**src/rtl/mau_pkg.sv**
```systemverilog
// mau_pkg: shared definitions for the memory access unit.
//   - 3-bit operation encodings (loads, stores)
//   - FSM state type and state constants
//   - MAU_MEM_BYTES: size of the addressable data memory in bytes
//   - small op-classification helpers used by RTL
package mau_pkg;

  localparam logic [2:0] OP_LB  = 3'd0;
  localparam logic [2:0] OP_LH  = 3'd1;
  localparam logic [2:0] OP_LW  = 3'd2;
  localparam logic [2:0] OP_SB  = 3'd3;
  localparam logic [2:0] OP_LBU = 3'd4;
  localparam logic [2:0] OP_LHU = 3'd5;
  localparam logic [2:0] OP_SH  = 3'd6;
  localparam logic [2:0] OP_SW  = 3'd7;

  localparam int unsigned MAU_MEM_BYTES = 32;

  typedef logic [2:0] state_t;

  localparam state_t ST_IDLE   = 3'd0;
  localparam state_t ST_LOAD   = 3'd1;
  localparam state_t ST_RMW_RD = 3'd2;
  localparam state_t ST_WRITE  = 3'd3;
  localparam state_t ST_RESP   = 3'd4;

  function automatic logic is_store(input logic [2:0] op);
    return (op == OP_SB) || (op == OP_SH) || (op == OP_SW);
  endfunction

  function automatic logic is_half(input logic [2:0] op);
    return (op == OP_LH) || (op == OP_LHU) || (op == OP_SH);
  endfunction

  function automatic logic is_word(input logic [2:0] op);
    return (op == OP_LW) || (op == OP_SW);
  endfunction

endpackage

```
**src/rtl/mau_lane_merge.sv**
```systemverilog
// mau_lane_merge: combinational lane logic for the memory access unit.
// Memory words are big-endian: lane 0 is bits 31:24, lane 3 is bits 7:0.
// Ports:
//   i_op          operation (mau_pkg OP_* encoding)
//   i_lane        byte lane within the word (addr[1:0])
//   i_load_word   word read from memory, source for load extraction
//   i_base_word   word captured during read-modify-write
//   i_wdata       right-justified store data
//   o_load_data   extracted and sign/zero-extended load result
//   o_store_word  word to write back (lane(s) replaced, or full word for SW)
module mau_lane_merge
  import mau_pkg::*;
(
  input  logic [2:0]  i_op,
  input  logic [1:0]  i_lane,
  input  logic [31:0] i_load_word,
  input  logic [31:0] i_base_word,
  input  logic [31:0] i_wdata,
  output logic [31:0] o_load_data,
  output logic [31:0] o_store_word
);

  logic [7:0]  w_byte;
  logic [15:0] w_half;

  always_comb begin
    w_byte = 8'h00;
    w_half = 16'h0000;
    case (i_lane)
      2'd0: begin w_byte = i_load_word[31:24]; w_half = i_load_word[31:16]; end
      2'd1: begin w_byte = i_load_word[23:16]; w_half = i_load_word[23:8];  end
      2'd2: begin w_byte = i_load_word[15:8];  w_half = i_load_word[15:0];  end
      // A halfword at lane 3 would straddle words; it never reaches here.
      default: begin w_byte = i_load_word[7:0]; w_half = 16'h0000; end
    endcase
  end

  always_comb begin
    o_load_data = 32'h0;
    case (i_op)
      OP_LB:   o_load_data = {{24{w_byte[7]}}, w_byte};
      OP_LBU:  o_load_data = {24'h0, w_byte};
      OP_LH:   o_load_data = {{16{w_half[15]}}, w_half};
      OP_LHU:  o_load_data = {16'h0, w_half};
      OP_LW:   o_load_data = i_load_word;
      default: o_load_data = 32'h0;
    endcase
  end

  always_comb begin
    o_store_word = i_base_word;
    case (i_op)
      OP_SB: begin
        case (i_lane)
          2'd0:    o_store_word[31:24] = i_wdata[7:0];
          2'd1:    o_store_word[23:16] = i_wdata[7:0];
          2'd2:    o_store_word[15:8]  = i_wdata[7:0];
          default: o_store_word[7:0]   = i_wdata[7:0];
        endcase
      end
      OP_SH: begin
        if (i_lane[1]) o_store_word[15:0]  = i_wdata[15:0];
        else           o_store_word[31:16] = i_wdata[15:0];
      end
      OP_SW:   o_store_word = i_wdata;
      default: o_store_word = i_base_word;
    endcase
  end

endmodule

```
**src/rtl/mem_access_unit.sv**
```systemverilog
// mem_access_unit: multi-cycle load/store unit between a pipeline and a
// big-endian word-organised data memory (combinational read, negedge write).
// Sub-byte stores use read-modify-write.
//
// Handshake: a request is accepted on a posedge where req_valid && req_ready;
// req_ready is high only in IDLE, so req_valid is ignored while busy and in
// the RESP cycle. rsp_valid is a one-cycle pulse with no backpressure;
// rsp_rdata/rsp_err hold their value until the next response.
//
// Configuration macro: MAU_ERR_CHECK_EN
//   defined   : misaligned or out-of-range (addr >= 32) requests return
//               rsp_err=1 with no memory access.
//   undefined : rsp_err is always 0 and the address is forced legal
//               (addr[31:5] dropped, alignment bits cleared).
//
// Ports:
//   clk, rst_n                 clock, synchronous active-low reset
//   req_valid/req_ready        request handshake
//   req_op/req_addr/req_wdata  operation, byte address, store data
//   rsp_valid/rsp_rdata/rsp_err response
//   MemAddr/MemWriteData/MemWrite/MemReadData  data memory port
//   o_dbg_state                current FSM state
module mem_access_unit
  import mau_pkg::*;
(
  input  logic        clk,
  input  logic        rst_n,
  input  logic        req_valid,
  output logic        req_ready,
  input  logic [2:0]  req_op,
  input  logic [31:0] req_addr,
  input  logic [31:0] req_wdata,
  output logic        rsp_valid,
  output logic [31:0] rsp_rdata,
  output logic        rsp_err,
  output logic [31:0] MemAddr,
  output logic [31:0] MemWriteData,
  output logic        MemWrite,
  input  logic [31:0] MemReadData,
  output state_t      o_dbg_state
);

  state_t      r_state;
  logic [2:0]  r_op;
  logic [31:0] r_addr;
  logic [31:0] r_wdata;
  logic [31:0] r_word;
  logic [31:0] r_rsp_rdata;
  logic        r_rsp_err;

  logic        w_accept;
  logic        w_err;
  logic [31:0] w_addr_eff;
  logic [31:0] w_word_base;
  logic [31:0] w_load_data;
  logic [31:0] w_store_word;
  logic        w_mem_active;

  assign w_accept = req_valid && (r_state == ST_IDLE);

`ifdef MAU_ERR_CHECK_EN
  always_comb begin
    w_addr_eff = req_addr;
    w_err = (req_addr >= 32'(MAU_MEM_BYTES)) ||
            (is_half(req_op) && req_addr[0]) ||
            (is_word(req_op) && (req_addr[1:0] != 2'b00));
  end
`else
  // Upper address bits are deliberately discarded in this build.
  logic w_unused_addr_hi;
  assign w_unused_addr_hi = ^req_addr[31:5];

  always_comb begin
    w_addr_eff = {27'h0, req_addr[4:0]};
    if (is_half(req_op)) w_addr_eff[0]   = 1'b0;
    if (is_word(req_op)) w_addr_eff[1:0] = 2'b00;
    w_err = 1'b0;
  end
`endif

  assign w_word_base = {r_addr[31:2], 2'b00};

  mau_lane_merge u_lane_merge (
    .i_op         (r_op),
    .i_lane       (r_addr[1:0]),
    .i_load_word  (MemReadData),
    .i_base_word  (r_word),
    .i_wdata      (r_wdata),
    .o_load_data  (w_load_data),
    .o_store_word (w_store_word)
  );

  always_ff @(posedge clk) begin
    if (!rst_n) begin
      r_state     <= ST_IDLE;
      r_op        <= 3'd0;
      r_addr      <= 32'h0;
      r_wdata     <= 32'h0;
      r_word      <= 32'h0;
      r_rsp_rdata <= 32'h0;
      r_rsp_err   <= 1'b0;
    end else begin
      case (r_state)
        ST_IDLE: begin
          if (w_accept) begin
            r_op    <= req_op;
            r_addr  <= w_addr_eff;
            r_wdata <= req_wdata;
            if (w_err) begin
              // Response registers update on entry to RESP only.
              r_rsp_rdata <= 32'h0;
              r_rsp_err   <= 1'b1;
              r_state     <= ST_RESP;
            end else if (!is_store(req_op)) begin
              r_state <= ST_LOAD;
            end else if (req_op == OP_SW) begin
              r_state <= ST_WRITE;
            end else begin
              r_state <= ST_RMW_RD;
            end
          end
        end
        ST_LOAD: begin
          r_rsp_rdata <= w_load_data;
          r_rsp_err   <= 1'b0;
          r_state     <= ST_RESP;
        end
        ST_RMW_RD: begin
          r_word  <= MemReadData;
          r_state <= ST_WRITE;
        end
        ST_WRITE: begin
          r_rsp_rdata <= 32'h0;
          r_rsp_err   <= 1'b0;
          r_state     <= ST_RESP;
        end
        ST_RESP: r_state <= ST_IDLE;
        default: r_state <= ST_IDLE;
      endcase
    end
  end

  assign w_mem_active = (r_state == ST_LOAD) || (r_state == ST_RMW_RD) ||
                        (r_state == ST_WRITE);

  assign req_ready    = (r_state == ST_IDLE);
  assign rsp_valid    = (r_state == ST_RESP);
  assign rsp_rdata    = r_rsp_rdata;
  assign rsp_err      = r_rsp_err;
  assign MemAddr      = w_mem_active ? w_word_base : 32'h0;
  assign MemWrite     = (r_state == ST_WRITE);
  assign MemWriteData = (r_state == ST_WRITE) ? w_store_word : 32'h0;
  assign o_dbg_state  = r_state;

endmodule

```
**config.mk**
```make
export PLATFORM = sky130hd
export DESIGN_NAME = mem_access_unit
export DESIGN_NICKNAME = d
export VERILOG_FILES = /design/src/rtl/mau_pkg.sv /design/src/rtl/mau_lane_merge.sv /design/src/rtl/mem_access_unit.sv
export SDC_FILE = /design/constraint.sdc
export NUM_CORES = 1
export LEC_CHECK = 0
export CORE_MARGIN = 2
export CORE_UTILIZATION = 48
export DETAILED_ROUTE_END_ITERATION = 7
export GPL_TIMING_DRIVEN = 0
export PLACE_DENSITY = 0.86
export SLEW_MARGIN = 20
export SYNTH_ARGS = -nofsm -noshare
export SYNTH_HDL_FRONTEND = slang
export SYNTH_SLANG_ARGS = --single-unit
```
**constraint.sdc**
```tcl
create_clock -name clk -period 4.1 [get_ports clk]
set_input_delay 1.23 -clock clk [delete_from_list [all_inputs] [get_ports clk]]
set_output_delay 1.23 -clock clk [all_outputs]
set_load 0.02 [all_outputs]
```
==> results.sh <==
export IMPL_antenna_found_initial=0
export IMPL_root_buffer="clkbuf_16"
export IMPL_core_um2=11320
export IMPL_final_area_um2=7651
export IMPL_areaGrowthSynthToFinish_pct=38.60
export IMPL_vias=5931
export IMPL_setup_viol=0
export IMPL_num_nets_final=1004
export IMPL_final_hold_viol_count=0
export IMPL_layout_min_cycle_time_ps=4025
export IMPL_n_antenna_cell=0
export IMPL_irDropWorstVdd_v=0.0002088
export IMPL_ys_types=52
export IMPL_drtIter0Drc=576
export IMPL_grt_pass1_wl_um=29850
export IMPL_finalClockSkew_ps=8.488
export IMPL_worst_slew_pin_slew_ps=961.5
export IMPL_startpoint_type="flip-flop"
export IMPL_synth_cells=714
export IMPL_synth_edff_count=0
export IMPL_critPathRequiredTime_ps=2870
export IMPL_cts_sinks=107
export IMPL_std_cell_rows=39
export IMPL_path_class="flip-flop to output pin"
export IMPL_yosys_area_top_type="dfxtp_1"
export IMPL_fin_util_pct=67.58
export IMPL_via_per_inst=5.649
export IMPL_insertion_delay_ps=350
export IMPL_ys_top_cells_by_count="187 x nand2_1, 107 x dfxtp_1, 90 x a21oi_1, 36 x clkbuf_1, 33 x buf_4"
export IMPL_totalWireLength_um=19040
export IMPL_max_slew_margin_rel_pct=35.41
export IMPL_die_h_um=111.2
export IMPL_r2r_start="o_dbg_state[0]"
export IMPL_cp_depth=7
export IMPL_power_leakage_nw=3.005
export IMPL_grt_usage_pct=30.16
export IMPL_cp_common_cell="buf_2"
export IMPL_grt_overflow_total=0
export IMPL_hp_class="flip-flop to flip-flop"
export IMPL_gp_congestion=0.9612
export IMPL_seq_area_um2=2142
export IMPL_cp_max_fo=10
export IMPL_hpwl_um=14530
export IMPL_ys_async_sr_fraction_pct=0
export IMPL_drc_errors=0
export IMPL_grt_start_max_net_pins=21
export IMPL_regToRegSetupSlack_ps=2000
export IMPL_cp_arrival_ps=2800
export IMPL_synth_top_area_share_pct=38.80
export IMPL_cp_num_buf_inv=3
export IMPL_io_pins=205
export IMPL_netlist_area_um2=5520
export IMPL_synth_area_leaders="dfxtp_1 39%, nand2_1 13%, a21oi_1 8.2%, buf_4 4.5%, a221o_1 2.9%"
export IMPL_cp_top_family="buffers and inverters"
export IMPL_reg2reg_depth=5
export IMPL_die_area_um2=12370
export IMPL_whs_path_depth=2
export IMPL_ys_warn_count=0
export IMPL_drive_gt1_share_pct=10.25
export IMPL_fmax_ghz=0.2484
export IMPL_ys_seq_area_share_pct=38.80
export IMPL_avgSynthCellArea_um2=7.732
export IMPL_status="finished, final reports clean"
export IMPL_worstHoldStart="r_addr[2]"
export IMPL_synth_most_common_cell="nand2_1"
export IMPL_fillers=989
export IMPL_ys_ff_latch=107
export IMPL_cts_hold_buf=0
export IMPL_multiInputGateArea_um2=2980
export IMPL_maxCapViolations=0
export IMPL_start_util_pct=48.76
export IMPL_period_share_pct=98.17
export IMPL_cts_clk_slew_worst_paths_ps=80
export IMPL_numCtsBuffers=9
export IMPL_holdPathEnd="r_addr[2]"
export IMPL_slew_viol_final=0
export IMPL_slowest_stage="clkdlybuf4s50_1"
export IMPL_p_per_area_nw_per_um2=333.1
export IMPL_io_buffer_count=147
export IMPL_wl_per_cell_um=18.13
export IMPL_ant_nets=0
export IMPL_cts_max_level=3
export IMPL_slowest_delay_ps=560
export IMPL_die_w_um=111.2
export IMPL_cts_buffer_depth=2
export IMPL_end_kind="output pin"
export IMPL_worstReg2RegEnd="rsp_rdata[29]"
export IMPL_crit_chain="buf_2 -> buf_2 -> o21a_1 -> o21ai_2 -> a222oi_1 -> nor2_1 -> clkdlybuf4s50_1"
export IMPL_power_mw=2.549
export IMPL_dpl_instance_area_um2=7279
export IMPL_grt_setup_unrepaired="yes"
export IMPL_cts_tree="done"
export IMPL_synth_ff_type="dfxtp_1"
export IMPL_firstDrtPassIters=6
export IMPL_grt_pass1_vias=5608
-- state kept, by name, summed over array words and instances, names as in the netlist --
| signal | cells |
|---|---|
| r_wdata | 32 |
| r_word | 32 |
| rsp_rdata | 32 |
| r_addr | 5 |
| o_dbg_state | 3 |
| r_op | 3 |
-- metal layers --
layer | global-route usage (%) | wire length, um | vias up
li1 | - | - | 2801
met1 | 40.96 | 8019 | 2754
met3 | 5.960 | 1806 | 47
met5 | 0 | 0 | -
met2 | 48.17 | 8730 | 329
met4 | 10.12 | 485 | 0
-- repair_timing --
action,CTS,global route
resized for setup,7,17
buffers inserted,0,1
cloned,0,0
setup endpoints to repair,22,27
pin swaps,0,2
-- tightest hold or removal path, cell delays in order, from the launching register on --
cell	delay [ps]
dfxtp_1	310
nand2_1	50
a21oi_1	50
-- report_power, final --
group | internal [mW] | switching (mW) | leakage (nW)
combinational | 0.230 | 0.304 | 2.00
sequential | 1.10 | 0.0420 | 0.872
clock | 0.429 | 0.445 | 0.135
-- how the worst max path moves through the flow --
| stage | from | to | slack, ps |
|---|---|---|---|
| after global routing | r_op[0] | MemWriteData[12] | -30 |
| after detailed placement | r_op[2] | MemWriteData[16] | 270 |
| after CTS | o_dbg_state[1] | MemWriteData[16] | 10 |
| after global placement | r_op[2] | MemWriteData[17] | 270 |
| after floorplan | o_dbg_state[1] | MemWriteData[16] | 830 |
| final | r_op[0] | MemWriteData[13] | 70 |
-- placed cells by master, fill, tap and decap left out, types with 3 or more instances in the layout --
cell type / netlist / final
nand2_1: 187 / 187
clkdlybuf4s50_1: 0 / 135
dfxtp_1: 107 / 107
a21oi_1: 90 / 90
buf_4: 33 / 34
clkbuf_1: 36 / 33
conb_1: 1 / 30
nor2_1: 24 / 24
o21ai_0: 20 / 20
a22oi_1: 20 / 20
and2_1: 17 / 17
inv_1: 16 / 16
a221o_1: 16 / 16
nand2b_1: 14 / 14
buf_2: 11 / 13
o221ai_1: 13 / 13
mux2i_1: 12 / 12
dlymetal6s2s_1: 0 / 11
nand3_1: 9 / 9
clkbuf_16: 0 / 9
mux2_2: 8 / 8
a222oi_1: 8 / 8
a22o_1: 8 / 8
nor3_1: 8 / 7
a31o_2: 6 / 6
o21a_1: 4 / 4
clkbuf_2: 1 / 3
and3b_1: 3 / 3
and3_1: 3 / 3
buf_1: 4 / 3
nor3b_1: 3 / 3
nor4bb_1: 3 / 3
nand3b_1: 3 / 3
clkinvlp_4: 0 / 3
-- cells by family after synthesis --
| group | share of synthesized area (%) |
|---|---|
| AO/OA/AOI/OAI | 23.53 |
| XOR/XNOR | 0.3174 |
| buffers and inverters | 9.859 |
| flip-flops | 38.80 |
| multiplexers | 4.216 |
| other | 0.06793 |
| AND/OR/NAND/NOR | 23.21 |
-- per-stage QoR --
stage	setup TNS, ps	instances	setup WS [ps]	hold WS, ps
after global routing	-58.31	1050	-31.27	477.4
after CTS	0	1049	9.524	452.0
after detailed placement	0	1033	273.7	441.8
final	0	1050	74.96	453.5
after floorplan	0	743	826.4	431.7
after global placement	0	1033	266.1	438.2
-- layout make-up --
type                       count  area share (%)
multi-input combinational    532           38.95
clock buffer                   9           2.944
tap                          143           2.339
clock inverter                 7          0.9158
sequential                   107           28.00
buffer                        87           6.345
timing repair buffer         148           19.67
inverter                      17          0.8340
No activity file was read; power rests on OpenSTA's default activity.
